File: config.mk
export PLATFORM = sky130hd
export DESIGN_NAME = asi_reg_bridge
export DESIGN_NICKNAME = d
export VERILOG_FILES = /design/src/rtl/asi_reg_bridge.sv
export SDC_FILE = /design/constraint.sdc
export NUM_CORES = 1
export LEC_CHECK = 0
export CAP_MARGIN = 20
export CORE_MARGIN = 2
export CORE_UTILIZATION = 40
export CTS_BUF_LIST = sky130_fd_sc_hd__clkbuf_16
export DETAILED_ROUTE_END_ITERATION = 7
export PLACE_DENSITY = 0.74
export SLEW_MARGIN = 10
export SYNTH_ARGS = -nofsm -noshare
export SYNTH_HDL_FRONTEND = slang
export SYNTH_SLANG_ARGS = --single-unit
File: constraint.sdc
create_clock -name clk -period 3.1 [get_ports clk]
set_clock_uncertainty 0.1 [all_clocks]
set_input_delay 0.31 -clock clk [delete_from_list [all_inputs] [get_ports clk]]
set_output_delay 0.31 -clock clk [all_outputs]
set_load 0.01 [all_outputs]
File: src/rtl/asi_reg_bridge.sv
// Bridge from wide ASI beats to a narrow register bus. Write beats are split into
// serial per-lane register writes; reads gather one or more lanes into one response beat.
module asi_reg_bridge #(
    parameter int AXI_SW = 3,
    parameter int AXI_AW = 32,
    parameter int AXI_DW = 128,
    parameter int REG_AW = 20,
    parameter int REG_DW = 32
) (
    input  logic                    clk,
    input  logic                    rst,
    input  logic [AXI_SW-1:0]       s_wsize,
    input  logic [AXI_AW-1:0]       s_waddr,
    input  logic [AXI_DW-1:0]       s_wdata,
    input  logic [AXI_DW/8-1:0]     s_wstrb,
    input  logic                    s_wlast,
    input  logic                    s_wvalid,
    output logic                    s_wready,
    output logic                    s_werr,
    output logic [AXI_SW-1:0]       m_wsize,
    output logic [REG_AW-$clog2(REG_DW/8)-1:0] m_waddr,
    output logic [REG_DW-1:0]       m_wdata,
    output logic [REG_DW/8-1:0]     m_wstrb,
    output logic                    m_wlast,
    output logic                    m_wvalid,
    input  logic                    m_wready,
    input  logic [AXI_SW-1:0]       s_rsize,
    input  logic [AXI_AW-1:0]       s_raddr,
    input  logic                    s_rvalid,
    output logic                    s_rready,
    output logic [AXI_DW-1:0]       s_rdata,
    output logic                    s_rslverr,
    output logic                    s_rdvalid,
    input  logic                    s_rdready,
    output logic [AXI_SW-1:0]       m_rsize,
    output logic [REG_AW-$clog2(REG_DW/8)-1:0] m_raddr,
    output logic                    m_rvalid,
    input  logic                    m_rready,
    input  logic [REG_DW-1:0]       m_rdata,
    input  logic                    m_rerr
);
    localparam int N_LANE = AXI_DW / REG_DW;
    localparam int MW     = (N_LANE > 1) ? $clog2(N_LANE) : 1;
    localparam int L      = $clog2(REG_DW / 8);
    localparam int SMAX   = $clog2(AXI_DW / 8);
    localparam int SB     = REG_DW / 8;
    localparam int WW     = REG_AW - L;
    localparam logic [WW-1:0] LANE_MASK = WW'(N_LANE - 1);

    localparam logic [0:0] W_IDLE  = 1'b0;
    localparam logic [0:0] W_ISSUE = 1'b1;
    localparam logic [1:0] R_IDLE  = 2'd0;
    localparam logic [1:0] R_REQ   = 2'd1;
    localparam logic [1:0] R_WAIT  = 2'd2;
    localparam logic [1:0] R_RESP  = 2'd3;

    function automatic logic [AXI_SW-1:0] reg_size(input logic [AXI_SW-1:0] sz);
        if (int'(sz) > L) begin
            return AXI_SW'(L);
        end else begin
            return sz;
        end
    endfunction

    logic [0:0]          wstate_r;
    logic [AXI_SW-1:0]   wsize_r;
    logic [WW-1:0]       waddr_r;
    logic [AXI_DW-1:0]   wdata_r;
    logic [AXI_DW/8-1:0] wstrb_r;
    logic                wlast_r;
    logic [N_LANE-1:0]   wmask_r;
    logic                werr_r;
    logic [N_LANE-1:0]   wmask_in_s;
    logic [N_LANE-1:0]   wrest_s;
    logic [MW-1:0]       wlane_s;
    logic                wbad_s;

    logic [1:0]          rstate_r;
    logic [AXI_SW-1:0]   rsize_r;
    logic [WW-1:0]       raddr_r;
    logic [MW-1:0]       rlane_r;
    logic [MW:0]         rcnt_r;
    logic [AXI_DW-1:0]   acc_r;
    logic                rerr_r;
    logic                rbad_s;
    int                  rn_s;
    logic [MW-1:0]       rstart_s;
    logic                unused_s;

    // Pending-lane mask of the incoming beat and the lowest pending lane of the latched one.
    always_comb begin
        wmask_in_s = {N_LANE{1'b0}};
        wlane_s    = {MW{1'b0}};
        for (int i = 0; i < N_LANE; i++) begin
            wmask_in_s[i] = |s_wstrb[i*SB +: SB];
        end
        for (int i = N_LANE - 1; i >= 0; i--) begin
            if (wmask_r[i]) begin
                wlane_s = MW'(i);
            end else begin
                wlane_s = wlane_s;
            end
        end
        wrest_s = wmask_r & ~(N_LANE'(1) << wlane_s);
        wbad_s  = int'(s_wsize) > SMAX;
    end

    // Write FSM: accept a beat, then issue one register write per pending lane.
    always_ff @(posedge clk) begin
        if (rst) begin
            wstate_r <= W_IDLE;
            wsize_r  <= {AXI_SW{1'b0}};
            waddr_r  <= {WW{1'b0}};
            wdata_r  <= {AXI_DW{1'b0}};
            wstrb_r  <= {(AXI_DW/8){1'b0}};
            wlast_r  <= 1'b0;
            wmask_r  <= {N_LANE{1'b0}};
            werr_r   <= 1'b0;
        end else begin
            werr_r <= 1'b0;
            case (wstate_r)
                W_IDLE: begin
                    if (s_wvalid) begin
                        wsize_r <= s_wsize;
                        waddr_r <= s_waddr[REG_AW-1:L];
                        wdata_r <= s_wdata;
                        wstrb_r <= s_wstrb;
                        wlast_r <= s_wlast;
                        if (wbad_s) begin
                            werr_r  <= 1'b1;
                            wmask_r <= {N_LANE{1'b0}};
                        end else if (wmask_in_s != {N_LANE{1'b0}}) begin
                            wmask_r  <= wmask_in_s;
                            wstate_r <= W_ISSUE;
                        end else begin
                            wmask_r <= {N_LANE{1'b0}};
                        end
                    end
                end
                W_ISSUE: begin
                    if (m_wready) begin
                        wmask_r <= wrest_s;
                        if (wrest_s == {N_LANE{1'b0}}) begin
                            wstate_r <= W_IDLE;
                        end
                    end
                end
                default: wstate_r <= W_IDLE;
            endcase
        end
    end

    assign s_wready = (wstate_r == W_IDLE) && !rst;
    assign s_werr   = werr_r;
    assign m_wvalid = (wstate_r == W_ISSUE);
    assign m_wsize  = reg_size(wsize_r);
    assign m_waddr  = (waddr_r & ~LANE_MASK) | WW'(wlane_s);
    assign m_wdata  = wdata_r[wlane_s*REG_DW +: REG_DW];
    assign m_wstrb  = wstrb_r[wlane_s*SB +: SB];
    assign m_wlast  = m_wvalid && wlast_r && (wrest_s == {N_LANE{1'b0}});

    // Lane count and aligned start lane of an incoming read request.
    always_comb begin
        rbad_s = int'(s_rsize) > SMAX;
        if (!rbad_s && int'(s_rsize) >= L) begin
            rn_s = 1 << (int'(s_rsize) - L);
        end else begin
            rn_s = 1;
        end
        rstart_s = s_raddr[L+MW-1:L] & MW'(N_LANE - 1) & ~MW'(rn_s - 1);
    end

    // Read FSM: request each lane in turn, merge data one cycle after each grant.
    always_ff @(posedge clk) begin
        if (rst) begin
            rstate_r <= R_IDLE;
            rsize_r  <= {AXI_SW{1'b0}};
            raddr_r  <= {WW{1'b0}};
            rlane_r  <= {MW{1'b0}};
            rcnt_r   <= {(MW+1){1'b0}};
            acc_r    <= {AXI_DW{1'b0}};
            rerr_r   <= 1'b0;
        end else begin
            case (rstate_r)
                R_IDLE: begin
                    if (s_rvalid) begin
                        rsize_r <= s_rsize;
                        raddr_r <= s_raddr[REG_AW-1:L];
                        rlane_r <= rstart_s;
                        rcnt_r  <= (MW+1)'(rn_s);
                        acc_r   <= {AXI_DW{1'b0}};
                        rerr_r  <= rbad_s;
                        rstate_r <= rbad_s ? R_RESP : R_REQ;
                    end
                end
                R_REQ: begin
                    if (m_rready) begin
                        rstate_r <= R_WAIT;
                    end
                end
                R_WAIT: begin
                    acc_r[rlane_r*REG_DW +: REG_DW] <= m_rdata;
                    rerr_r <= rerr_r | m_rerr;
                    if (rcnt_r == (MW+1)'(1)) begin
                        rstate_r <= R_RESP;
                    end else begin
                        rlane_r  <= rlane_r + MW'(1);
                        rcnt_r   <= rcnt_r - (MW+1)'(1);
                        rstate_r <= R_REQ;
                    end
                end
                R_RESP: begin
                    if (s_rdready) begin
                        rstate_r <= R_IDLE;
                    end
                end
                default: rstate_r <= R_IDLE;
            endcase
        end
    end

    assign s_rready  = (rstate_r == R_IDLE) && !rst;
    assign s_rdvalid = (rstate_r == R_RESP);
    assign s_rdata   = acc_r;
    assign s_rslverr = rerr_r;
    assign m_rvalid  = (rstate_r == R_REQ);
    assign m_rsize   = reg_size(rsize_r);
    assign m_raddr   = (raddr_r & ~LANE_MASK) | WW'(rlane_r);

    // Address bits outside the register window are intentionally ignored.
    assign unused_s = ^{s_waddr, s_raddr};

endmodule

== Yosys cells after proc, flatten, opt, wreduce, memory -nomap -nowiden ==
Index checks and enable logic that the tools add are counted.
Storage, ports and cells
  bits in registers: 329
  bits in latches: 0
  RAM bits: 0
  bits in read-only memories: 0
  memories kept: 0
Cells by class
  add/sub/neg operators: 5
  multipliers: 0
  divide/modulo/power cells: 0
  $lt $le $gt $ge: 5
  eq/ne operators: 10
  shift-type cells: 6
  multiplexer cells: 36
  bitwise logic cells: 9
  reductions and logical operators: 22
Operator list (number)
  128-bit case mux with 2 select lines: 1
  128-bit bitwise mux: 1
  128-bit two-way mux: 1
  32-bit by 34-bit variable shift with 128-bit output (first input constant): 1
  128-bit by 8-bit indexed part select with 32-bit output: 1
  32-bit by 34-bit indexed part select with 128-bit output: 1
  18-bit by 2-bit OR with 18-bit output: 2
  7-bit negation with 34-bit output: 1
  1-bit by 32-bit left shift with 3-bit output (first input constant): 1
  2-bit two-way mux: 11
  4-bit two-way mux: 4
  4-bit OR reduction: 4
  16-bit by 5-bit indexed part select with 4-bit output: 1
  3-bit two-way mux: 5
  2-bit inequality test (second input constant): 4
  2-bit case mux with 4 select lines: 1
  4-bit case mux with 2 select lines: 1
  2-bit AND reduction: 4
  1-bit two-way mux: 7
  3-bit by 2-bit greater-than comparator with 1-bit output (second input constant): 2
  3-bit greater-than comparator (second input constant): 2
  3-bit case mux with 2 select lines: 1
  3-bit AND reduction: 2
  1-bit logical AND: 5
  other kinds (24): 29

== Depth between registers and ports, before layout ==
  word-level depth: 11
  depth in mapped cells: 8
  depth with buffers taken out: 6

== Worst setup path before layout ==
Ideal clock, no wire load.
  kind: register -> register
  start: register rlane_r[0]
  end: register acc_r[100] (netlist: s_rdata[100])
  arrival time: 1.792 ns
  path slack: 1.143 ns
  stages on the path, launching flop included: 9
  clock period less this slack: 1.957 ns
  cell sequence: dfxtp_1 > inv_1 > ha_1 > nor3b_1 > and4b_1 > clkbuf_1 > buf_2 > a22oi_1 > nor2_1
On the way
  word-level cells in the longest chain between the ends: 4
  elaborated cells between the ends (all ways): 5
  those cells by class: add/sub (1); shift (2); mux (2)
Ends and longest elaborated chain
  start: declaration: RTL line 81  | logic [MW-1:0] rlane_r;
  start signal: assignment: RTL line 179  | rlane_r <= {MW{1'b0}};
  start signal: assignment: RTL line 189  | rlane_r <= rstart_s;
  start signal: assignment: RTL line 207  | rlane_r <= rlane_r + MW'(1);
  7-bit negation with 34-bit output (*): RTL line 202  | acc_r[rlane_r*REG_DW +: REG_DW] <= m_rdata;
  32-bit by 34-bit indexed part select with 128-bit output or 32-bit by 34-bit variable shift with 128-bit output (tied branches): RTL line 202
  128-bit bitwise mux (*): RTL line 202
  128-bit case mux with 2 select lines (*): RTL line 184  | case (rstate_r)
  end signal: assignment: RTL line 181  | acc_r <= {AXI_DW{1'b0}};
  end signal: assignment: RTL line 191  | acc_r <= {AXI_DW{1'b0}};
  end signal: indexed assignment: RTL line 202
  end: declaration: RTL line 83  | logic [AXI_DW-1:0] acc_r;
Mark *: on every way between the ends. The rest lies on a longest branch, timed or not.
A chain may end at the register's enable or synchronous reset.

== Worst setup path in the final report ==
  start: register wmask_r[2]
  end: output m_wdata[12]
On the way
  word-level cells in the longest chain between the ends: 4
Ends and longest elaborated chain
  start: declaration: RTL line 71  | logic [N_LANE-1:0] wmask_r;
  start signal: assignment: RTL line 117  | wmask_r <= {N_LANE{1'b0}};
  start signal: assignment: RTL line 131  | wmask_r <= {N_LANE{1'b0}};
  start signal: assignment: RTL line 133  | wmask_r <= wmask_in_s;
  2-bit two-way mux (3 in a row): RTL line 98  | if (wmask_r[i]) begin
  128-bit by 8-bit indexed part select with 32-bit output: RTL line 158  | assign m_wdata = wdata_r[wlane_s*REG_DW +: REG_DW];
  end: declaration: RTL line 22  | output logic [REG_DW-1:0] m_wdata,
Every way passes these cells.

==> metrics.yaml <==
finalNonFillerCells: 2278
cp-end-kind: "output port"
synth_cells: 1483
io_pins: 469
r2r_cells: 7
grt_use_total_pct: 24.24
grt_setup_unrepaired: "false"
synth_cell_types: 44
crit_required_ns: 2.69
hold_class: "primary input to register"
yosys.area_share.adder_pct: 0.7044
cts.sinks: 325
p_leak_nw: 6.603
r2r_slack_ns: 0.73
synth_seq_cells: 325
synth_compound_area_share_pct: 20.71
antenna_found_initial: 2
synth_top_family_by_area: "compound AO/OA/AOI/OAI gates"
power_frac_seq_pct: 43.9
whs_ns: 0.07900
grt_pass1_wl_um: 64340
ys_seq_area_share_pct: 52.32
max_cap_viol_count: 0
tritoncts.num_buffers: 37
power.internal_mw: 7.589
synth_simple_gate_area_share_pct: 18.18
via_per_inst: 5.307
final_nets: 2122
wirelength_um: 41450
die_area_sq_um: 32510
rr_startpoint: "rlane_r[0]"
h-tree-depth: 2
grt-ovfl-total: 0
placed_cells: 2217
p_clk_share_pct: 39.8
drcViolationCount: 0
dr.pass1.iters: 5
wl_per_cell_um: 18.20
ant_nets: 0
coreArea_sq_um: 30590
drive_above_1_share_pct: 4.947
fin_tns_setup_ns: 0
p_switching_mw: 2.684
critPathKind: "register to output port"
drv_slew: 0
swShare_pct: 26.13
cts_max_path_buffers: 3
worst_pin_slew_ns: 0.9219
drtIter0Drc: 838
ctsHoldBuffers: 0
start_util_pct: 40.65
clk_pin_slew_ns: 0.06
setup_viol: 0
pwr-share-comb_pct: 16.3
stdcell_area_sq_um: 18220
die_w_um: 180.3
min_to: "s_rdata[119]"
syn2layout_area_growth_pct: 46.55
muxShareOfSynthArea_pct: 3.059
period_share_pct: 96.18
cp_max_fo: 29
gp_congestion: 0.8344
dp_hpwl_um: 27880
postCtsSetupBuffers: 0
peakVddDrop_mv: 0.4095
syn_avg_cell_area_sq_um: 8.385
synthXorXnorAreaFrac_pct: 0
slew_headroom_pct: 38.54
dp_slack_ns: 0.4330
status: "completed"
root_buffer: "clkbuf_16"
clock_latency_ns: 0.51
setup_slack_ns: 0.1185
ys_warn_count: 0
row_count: 64
tritoncts: "done"
synth_area_sq_um: 12430
worst_hold_startpoint: "rst"
grt_pass1_vias: 12050
die_h_um: 180.3
placed_cell_area_sq_um: 17100
fin_util_pct: 59.57
period_needed_ns: 2.982
via_count: 12090
startpoint_type: "register"
finalHoldViolations: 0
grt_max_degree: 184
r2r_end: "s_rdata[67]"
hold_depth: 2
port_buffers: 436
max_freq_mhz: 335.4
arrival_ns: 2.57
power.density_nw_per_um2: 563.8
power_mw: 10.27
[synth_stat cells]
master,number,area share (%)
nand2b_1,4,0.20
mux2i_1,38,3.1
and2_1,2,0.10
a211oi_1,6,0.36
and4_1,2,0.14
a311oi_1,2,0.14
or3b_1,1,0.070
inv_1,9,0.27
a21boi_0,1,0.060
nor3_2,1,0.081
clkbuf_1,59,1.8
a22oi_1,166,10
or2_1,1,0.050
o21ai_1,5,0.20
nor3b_2,2,0.20
nor4b_4,2,0.38
dfxtp_1,325,52
or3_1,4,0.20
o21a_1,3,0.18
nand2_1,370,11
buf_2,55,2.2
a31oi_1,1,0.050
nand4_1,1,0.050
nor2_1,140,4.2
nand3_1,1,0.040
or2_2,3,0.15
nor3b_1,2,0.12
buf_1,7,0.21
buf_6,3,0.27
o211a_1,1,0.081
o21ai_4,1,0.13
a21oi_1,196,7.9
o31a_1,1,0.070
nor2b_1,6,0.30
nor4_1,4,0.20
conb_1,1,0.030
a211o_1,1,0.070
and4b_1,1,0.081
buf_4,4,0.24
ha_1,7,0.70
o21ai_0,36,1.4
nor4b_1,2,0.14
nor3_1,5,0.20
and3b_1,1,0.070
[cells by family (layout without fill, tap and decap cells)]
kind of cell,after synthesis,after routing
other cells,1,4
mux,38,38
buf+inv,137,533
simple gates,555,555
fa+ha+maj,7,7
flops,325,325
compound gates,420,420
[worst max-delay path: stages (launching register included)]
cell	delay [ns]
dfxtp_1	0.37
nand2b_1	0.20
a21oi_4	0.20
buf_12	0.27
mux2i_1	0.37
o21ai_0	0.15
clkdlybuf4s50_1	0.49
[state kept, by name, indices dropped and copies added, names as in the netlist]
signal	flops
rcnt_r	3
rstate_r	2
wdata_r	128
s_rslverr	1
wmask_r	4
s_rdata	128
m_wvalid	1
wstrb_r	16
raddr_r	16
rlane_r	2
waddr_r	16
s_werr	1
wsize_r	3
rsize_r	3
wlast_r	1
[power groups by stage]
stage / Sequential [mW] / Combinational, mW / Clock, mW
finish: 4.51 / 1.67 / 4.09
global route: 4.54 / 1.81 / 4.33
floorplan: 4.59 / 0.813 / 0
global placement: 4.59 / 1.65 / 0
CTS: 4.51 / 1.68 / 4.17
detailed placement: 4.60 / 1.67 / 0
[worst max path at each step]
stage	startpoint	endpoint	slack, ns	cells after the start
after floorplan	rlane_r[0]	s_rdata[100]	1.14	8
after global placement	wmask_r[1]	m_wdata[31]	0.44	6
after detailed placement	wmask_r[1]	m_wdata[31]	0.43	6
after CTS	wmask_r[2]	m_wdata[31]	0.002	6
after global routing	wmask_r[2]	m_wdata[12]	0.03	6
final	wmask_r[2]	m_wdata[12]	0.12	6
[final cells by class]
cell class,count,area [sq um]
clock buffer,39,975.9
sequential,325,6507
fill,2621,12370
timing repair buffer,465,4700
antenna,2,5.005
multi-input combinational,1022,5361
clock inverter,20,143.9
tap,396,495.5
inverter,9,33.78
[metal layers]
layer | global-route usage (%) | part of all wire, %
met1 | 27.84 | 39
met2 | 40.89 | 47
met3 | 8.832 | 9.9
met5 | 0 | 0
met4 | 9.839 | 3.8
[cell usage in the layout, fill, tap and decap left out, drive strengths merged, types with 6 or more instances in the layout]
| cell | count |
|---|---|
| dfxtp | 325 |
| o21ai | 42 |
| a211oi | 6 |
| nor2 | 140 |
| clkbuf | 39 |
| a21oi | 196 |
| nor3 | 6 |
| a22oi | 166 |
| clkdlybuf4s50 | 435 |
| nor2b | 6 |
| mux2i | 38 |
| clkinv | 8 |
| buf | 30 |
| nand2 | 370 |
| ha | 7 |
| inv | 17 |
[what timing repair did]
| action | CTS | global route |
|---|---|---|
| gates cloned | 0 | 0 |
| setup endpoints to repair | 2 | 1 |
| gates resized for setup | 1 | 1 |
No activity file was read; power rests on OpenSTA's default activity.
